$ cat src/rtl/baggage_drop_pkg.sv
// Shared glyphs, FSM state type and message decode for the baggage-drop controller.
package baggage_drop_pkg;

  localparam logic [6:0] SEG_BLANK = 7'b0000000;
  localparam logic [6:0] SEG_H     = 7'b1110110;
  localparam logic [6:0] SEG_O     = 7'b1011100;
  localparam logic [6:0] SEG_T     = 7'b1111000;
  localparam logic [6:0] SEG_C     = 7'b0111001;
  localparam logic [6:0] SEG_L     = 7'b0111000;
  localparam logic [6:0] SEG_D     = 7'b1011110;
  localparam logic [6:0] SEG_R     = 7'b1010000;
  localparam logic [6:0] SEG_P     = 7'b1110011;
  localparam logic [6:0] SEG_N     = 7'b1010100;
  localparam logic [6:0] SEG_E     = 7'b1111001;

  typedef enum logic [1:0] {
    ST_HOT,
    ST_COLD,
    ST_DROP,
    ST_LOCK
  } state_t;

  // Four digits packed leftmost-first.
  function automatic logic [27:0] msg_segs(input state_t s);
    logic [27:0] r;
    r = {4{SEG_BLANK}};
    unique case (s)
      ST_HOT:  r = {SEG_BLANK, SEG_H, SEG_O, SEG_T};
      ST_COLD: r = {SEG_C, SEG_O, SEG_L, SEG_D};
      ST_DROP: r = {SEG_D, SEG_R, SEG_O, SEG_P};
      ST_LOCK: r = {SEG_D, SEG_O, SEG_N, SEG_E};
      default: r = {4{SEG_BLANK}};
    endcase
    return r;
  endfunction

endpackage

$ cat src/rtl/temp_class_filter.sv
// Cold/hot classifier with settle debounce.
// DISPLAY_DROP_HYST_EN adds a hysteresis band around t_lim.
module temp_class_filter
  import baggage_drop_pkg::*;
#(
  parameter int TEMP_W        = 16,
  parameter int SETTLE_CYCLES = 4
`ifdef DISPLAY_DROP_HYST_EN
  ,
  parameter int HYST          = 2
`endif
) (
  input  logic              clk,
  input  logic              rst_n,
  input  logic [TEMP_W-1:0] i_t_act,
  input  logic [TEMP_W-1:0] i_t_lim,
  output logic              o_filt_cold
);

  localparam int RW = $clog2(SETTLE_CYCLES + 1);
  localparam logic [RW-1:0] RUN_LAST = RW'(SETTLE_CYCLES - 1);

  logic          r_filt_cold;
  logic [RW-1:0] r_run;
  logic          w_raw_cold;

`ifdef DISPLAY_DROP_HYST_EN
  logic [TEMP_W:0] w_act_h;
  logic [TEMP_W:0] w_lim_h;

  assign w_act_h = {1'b0, i_t_act} + (TEMP_W+1)'(HYST);
  assign w_lim_h = {1'b0, i_t_lim} + (TEMP_W+1)'(HYST);

  // The band edge depends on which side we are currently on.
  always_comb begin
    w_raw_cold = r_filt_cold;
    if (r_filt_cold)
      w_raw_cold = !({1'b0, i_t_act} > w_lim_h);
    else
      w_raw_cold = (w_act_h < {1'b0, i_t_lim});
  end
`else
  assign w_raw_cold = (i_t_act < i_t_lim);
`endif

  always_ff @(posedge clk) begin
    if (!rst_n) begin
      r_filt_cold <= 1'b0;
      r_run       <= '0;
    end else if (w_raw_cold != r_filt_cold) begin
      if (r_run == RUN_LAST) begin
        r_filt_cold <= w_raw_cold;
        r_run       <= '0;
      end else begin
        r_run <= r_run + RW'(1);
      end
    end else begin
      r_run <= '0;
    end
  end

  assign o_filt_cold = r_filt_cold;

endmodule

$ cat src/rtl/display_drop_ctrl.sv
// Baggage-drop controller: debounced class, timed drop FSM, 4-digit display.
// DISPLAY_DROP_HYST_EN enables hysteresis in the class filter.
module display_drop_ctrl
  import baggage_drop_pkg::*;
#(
  parameter int TEMP_W        = 16,
  parameter int SETTLE_CYCLES = 4,
  parameter int DROP_CYCLES   = 8,
  parameter int HYST          = 2
) (
  input  logic              clk,
  input  logic              rst_n,
  input  logic [TEMP_W-1:0] t_act,
  input  logic [TEMP_W-1:0] t_lim,
  input  logic              drop_en,
  input  logic              drop_ack,
  output logic [6:0]        seven_seg1,
  output logic [6:0]        seven_seg2,
  output logic [6:0]        seven_seg3,
  output logic [6:0]        seven_seg4,
  output logic              drop_activated,
  output logic              drop_abort,
  output logic              busy
);

  localparam int TW = $clog2(DROP_CYCLES + 1);
  localparam logic [TW-1:0] TIMER_LAST = TW'(DROP_CYCLES - 1);

  state_t        r_state;
  state_t        w_state_nxt;
  logic [TW-1:0] r_timer;
  logic [TW-1:0] w_timer_nxt;
  logic          r_abort;
  logic          w_abort_nxt;
  logic          w_filt_cold;

  temp_class_filter #(
    .TEMP_W       (TEMP_W),
`ifdef DISPLAY_DROP_HYST_EN
    .HYST         (HYST),
`endif
    .SETTLE_CYCLES(SETTLE_CYCLES)
  ) u_filt (
    .clk        (clk),
    .rst_n      (rst_n),
    .i_t_act    (t_act),
    .i_t_lim    (t_lim),
    .o_filt_cold(w_filt_cold)
  );

  always_comb begin
    w_state_nxt = r_state;
    w_timer_nxt = r_timer;
    w_abort_nxt = 1'b0;
    unique case (r_state)
      ST_HOT: begin
        if (w_filt_cold) begin
          w_state_nxt = drop_en ? ST_DROP : ST_COLD;
          w_timer_nxt = '0;
        end
      end
      ST_COLD: begin
        if (!w_filt_cold) begin
          w_state_nxt = ST_HOT;
        end else if (drop_en) begin
          w_state_nxt = ST_DROP;
          w_timer_nxt = '0;
        end
      end
      ST_DROP: begin
        // Abort paths outrank ack and timeout.
        if (!w_filt_cold) begin
          w_state_nxt = ST_HOT;
          w_abort_nxt = 1'b1;
        end else if (!drop_en) begin
          w_state_nxt = ST_COLD;
          w_abort_nxt = 1'b1;
        end else if (drop_ack || (r_timer == TIMER_LAST)) begin
          w_state_nxt = ST_LOCK;
        end else begin
          w_timer_nxt = r_timer + TW'(1);
        end
      end
      ST_LOCK: begin
        if (!drop_en)
          w_state_nxt = w_filt_cold ? ST_COLD : ST_HOT;
      end
      default: w_state_nxt = ST_HOT;
    endcase
  end

  always_ff @(posedge clk) begin
    if (!rst_n) begin
      r_state <= ST_HOT;
      r_timer <= '0;
      r_abort <= 1'b0;
    end else begin
      r_state <= w_state_nxt;
      r_timer <= w_timer_nxt;
      r_abort <= w_abort_nxt;
    end
  end

  assign {seven_seg1, seven_seg2, seven_seg3, seven_seg4} = msg_segs(r_state);
  assign drop_activated = (r_state == ST_DROP);
  assign busy           = (r_state == ST_DROP) || (r_state == ST_LOCK);
  assign drop_abort     = r_abort;

endmodule
$ cat config.mk
export PLATFORM = sky130hd
export DESIGN_NAME = display_drop_ctrl
export DESIGN_NICKNAME = d
export VERILOG_FILES = /design/src/rtl/baggage_drop_pkg.sv /design/src/rtl/temp_class_filter.sv /design/src/rtl/display_drop_ctrl.sv
export SDC_FILE = /design/constraint.sdc
export NUM_CORES = 1
export LEC_CHECK = 0
export ABC_CLOCK_PERIOD_IN_PS = 2500
export CAP_MARGIN = 30
export CORE_ASPECT_RATIO = 1.2
export CORE_UTILIZATION = 40
export DETAILED_ROUTE_END_ITERATION = 16
export PLACE_DENSITY = 0.8
export SETUP_SLACK_MARGIN = 0.4
export SLEW_MARGIN = 20
export SYNTH_ARGS = -nofsm -noshare
export SYNTH_HDL_FRONTEND = slang
export SYNTH_SLANG_ARGS = --single-unit
$ cat constraint.sdc
create_clock -name clk -period 2.5 [get_ports clk]
set_clock_uncertainty 0.1 [all_clocks]
set_input_delay 0.5 -clock clk [delete_from_list [all_inputs] [get_ports clk]]
set_output_delay 0.5 -clock clk [all_outputs]
set_load 0.01 [all_outputs]
==> metrics.csv <==
stage,metric,value,unit
route,wire_per_inst,14.1,µm
cells_and_area,drive_above_1_share,22.9,%
clock_tree,cts_sinks,11,
global_route,grt_pass1_wl,5110,µm
clock_tree,cts_tree,yes,
setup_path,timing.critical_path.cells,inv_2 > ha_1 > or2_4 > dlygate4sd2_1,
run_status,status,"finished, final reports clean",
yosys,ys_ff_latch,11,
clock_tree,hold_buffers,0,
cells_and_area,area_growth_syn_to_layout,57.0,%
power,swShare,43.4,%
setup_path,timing.rr.start,r_state[0],
power,p_sw,0.000551,W
timing,min_period_over_period,84.4,%
setup_path,endpoint_kind,primary output,
clock_tree,root_buffer,clkbuf_4,
placement,io_buffers,58,
cells_and_area,antennaDiodeCount,0,
power,power_frac_clock,9.8,%
route,firstDrtPassIters,4,
clock_tree,clock_latency,270,ps
yosys,muxShareOfSynthArea,1.52,%
timing,rsz0062_at_grt,yes,
route,routed_wl,3540,µm
floorplan,dieArea,3540,µm²
setup_path,slowest_delay,390,ps
route,via_per_inst,4.92,
global_route,grt_pass1_vias,1174,
cells_and_area,final_cells,250,
timing,setup_viol_count_final,0,
floorplan,core,3110,µm²
timing,whs,437,ps
global_route,antenna_found_initial,0,
power,total_power,0.00127,W
yosys,synth_area,1320,µm²
timing,finalSetupTns,0,ps
yosys,synth_seq_area_share,16.7,%
placement,gp_congestion,0.729,
power,seq_power_share,18.9,%
timing,maxSlewViolCount,0,
global_route,grt_util_all_layers,19.7,%
route,num_vias,1230,
route,drt_iter0_drc,45,
timing,post-route-min-period,2110,ps
power,p_leak,1.04,nW
clock_tree,cts_buffers,3,
power,comb_power_share,71.2,%
power,peakVddDrop,548,µV
floorplan,io_pins,67,
setup_path,reg2regPathDepth,8,
setup_path,cpMaxStageDelayCell,dfxtp_4,
setup_path,crit_fanout,6,
floorplan,die_h,65.0,µm
route,drcViolationCount,0,
min_path,hold_path.class,reg -> reg,
clock_tree,htreeDepth,1,
setup_path,regToRegEndpoint,r_timer[1],
setup_path,critical_path_arrival,1510,ps
yosys,synthCells,163,
placement,dpl.cell_count,245,
cells_and_area,mostFrequentLayoutCell,dlygate4sd2_1,
yosys,syn_area_per_cell,8.11,µm²
clock_tree,cts.clk_slew.worst_paths,70,ps
yosys,synth_top_family_by_area,adder cells,
cells_and_area,final_nets,277,
setup_path,startpoint_type,register,
placement,dpl.hpwl,2410,µm
cells_and_area,nFillCells,257,
yosys,ys_types,41,
floorplan,rows,22,
yosys,yosys.area_share.xor_xnor,0,%
setup_path,crit_type,reg -> out,
cells_and_area,most-common-layout-cells,"29 x dlygate4sd2_1, 14 x inv_2, 13 x inv_1, 13 x ha_4, 12 x clkdlybuf4s50_1",
setup_path,ff2ff_setup_slack,570,ps
setup_path,crit_required,1900,ps
floorplan,die-width,54.5,µm
yosys,synth_adder_area_share,24.6,%
power,internal_power,0.000719,W
yosys,synth_compound_area_share,21.6,%
min_path,min_to,u_filt.r_run[0],
timing,finalHoldViolations,0,
min_path,hold_start,u_filt.r_run[0],
global_route,grt_max_degree,12,
timing,fmax,474,MHz
power,p_per_area,612,nW/µm²
clock_tree,clockBufferDepth,2,
cells_and_area,final_core_util,66.7,%
min_path,worstHoldPathCells,2,
floorplan,initial_core_util,42.5,%
run,maxCapViolCount,0,
global_route,gr-total-overflow,0,
route,final_antenna_net_count,0,
yosys,yosys.area_share.simple,15.1,%
yosys,ys_warn_count,0,
## layer usage
layer	vias up	share of wire (%)	GRT usage, %
li1	638	-	-
met1	547	40	20.6
met2	39	54	38.4
met3	6	4.4	2.82
met4	0	1.5	4.81
met5	-	0	0
## worst max path at each step
stage | start | end | slack [ps] | depth (start not counted)
after floorplan | r_state[0] | seven_seg1[1] | 420 | 5
after global placement | t_lim[13] | u_filt.r_run[1] | -90 | 8
after detailed placement | t_lim[11] | u_filt.r_run[2] | -140 | 8
after CTS | r_state[0] | seven_seg1[1] | 380 | 4
after global routing | r_state[0] | seven_seg1[1] | 340 | 4
final | r_state[0] | seven_seg1[1] | 390 | 4
## cells by family (layout without fill, tap and decap cells)
group / count (synthesis) / in the layout
compound gates: 36 / 36
simple gates: 36 / 36
flops: 11 / 11
mux: 2 / 2
buf+inv: 50 / 95
fa+ha+maj: 26 / 26
other cells: 2 / 8
## area by class of cell
| type | instances | area [µm²] | area share, % |
|---|---|---|---|
| tap | 36 | 45.0 | 2.17 |
| timing repair buffer | 64 | 607 | 29.3 |
| inverter | 27 | 101 | 4.89 |
| sequential | 11 | 228 | 11.0 |
| clock buffer | 4 | 26.3 | 1.27 |
| multi-input combinational | 108 | 1070 | 51.4 |
## power by group through the flow
stage                     Clock [W]  Combinational, W  Sequential, W
after floorplan                   0          0.000591       0.000225
after global placement            0          0.000919       0.000229
after detailed placement          0          0.000940       0.000231
after global routing       0.000133           0.00100       0.000245
after CTS                  0.000128          0.000875       0.000242
final                      0.000125          0.000905       0.000241
## critical path: cells and delay by family, from the launching register on
kind                     cells  cell delay, ps
flip-flops                   1             390
buffers and inverters        2             360
AND/OR/NAND/NOR              1             280
adder cells (fa/ha/maj)      1             210
## through the flow
step | instance area (µm²) | setup slack, ps
floorplan | 1340 | 424
global placement | 1840 | -89.7
detailed placement | 1840 | -136
CTS | 1980 | 379
global route | 2070 | 341
finish | 2070 | 390
## Yosys cell counts
cell type,count,area share (%)
or2_2,2,0.95
nand3_1,3,1.1
a2111oi_0,1,0.66
nand2_1,11,3.1
inv_1,27,7.7
buf_2,1,0.38
o21ai_0,4,1.5
and4_1,1,0.66
a2111oi_4,1,2.1
nand4b_1,2,1.3
nand4_1,2,0.95
a21boi_0,1,0.57
nand4_2,1,0.95
a31oi_1,1,0.47
a21oi_1,6,2.3
conb_1,2,0.57
a22oi_1,2,1.1
o21a_1,2,1.1
o211ai_1,2,1.1
o211a_1,2,1.5
nor3_1,2,0.76
nor3b_1,1,0.57
ha_1,26,25
mux2i_1,2,1.5
nor4_1,1,0.47
o32a_1,1,0.76
a31o_2,1,0.66
a41oi_1,1,0.66
nor2b_1,3,1.4
o21bai_1,1,0.57
a221o_1,1,0.76
nand2b_1,1,0.47
buf_4,20,11
clkbuf_1,2,0.57
a41o_1,1,0.76
a211o_1,4,2.7
and3b_1,1,0.66
nor2_1,4,1.1
and2_1,1,0.47
a21o_1,4,2.3
dfxtp_1,11,17
## what timing repair did
item,CTS,global route
buffers inserted,0,1
resized for setup,69,29
pin swaps,14,12
setup endpoints to repair,27,15
## sequential cells by signal, summed over array words and instances, names as in the netlist
register and cells:
drop_abort 1, r_state 2, r_timer 4, u_filt.o_filt_cold 1, u_filt.r_run 3
(Power assumes the default switching activity.)
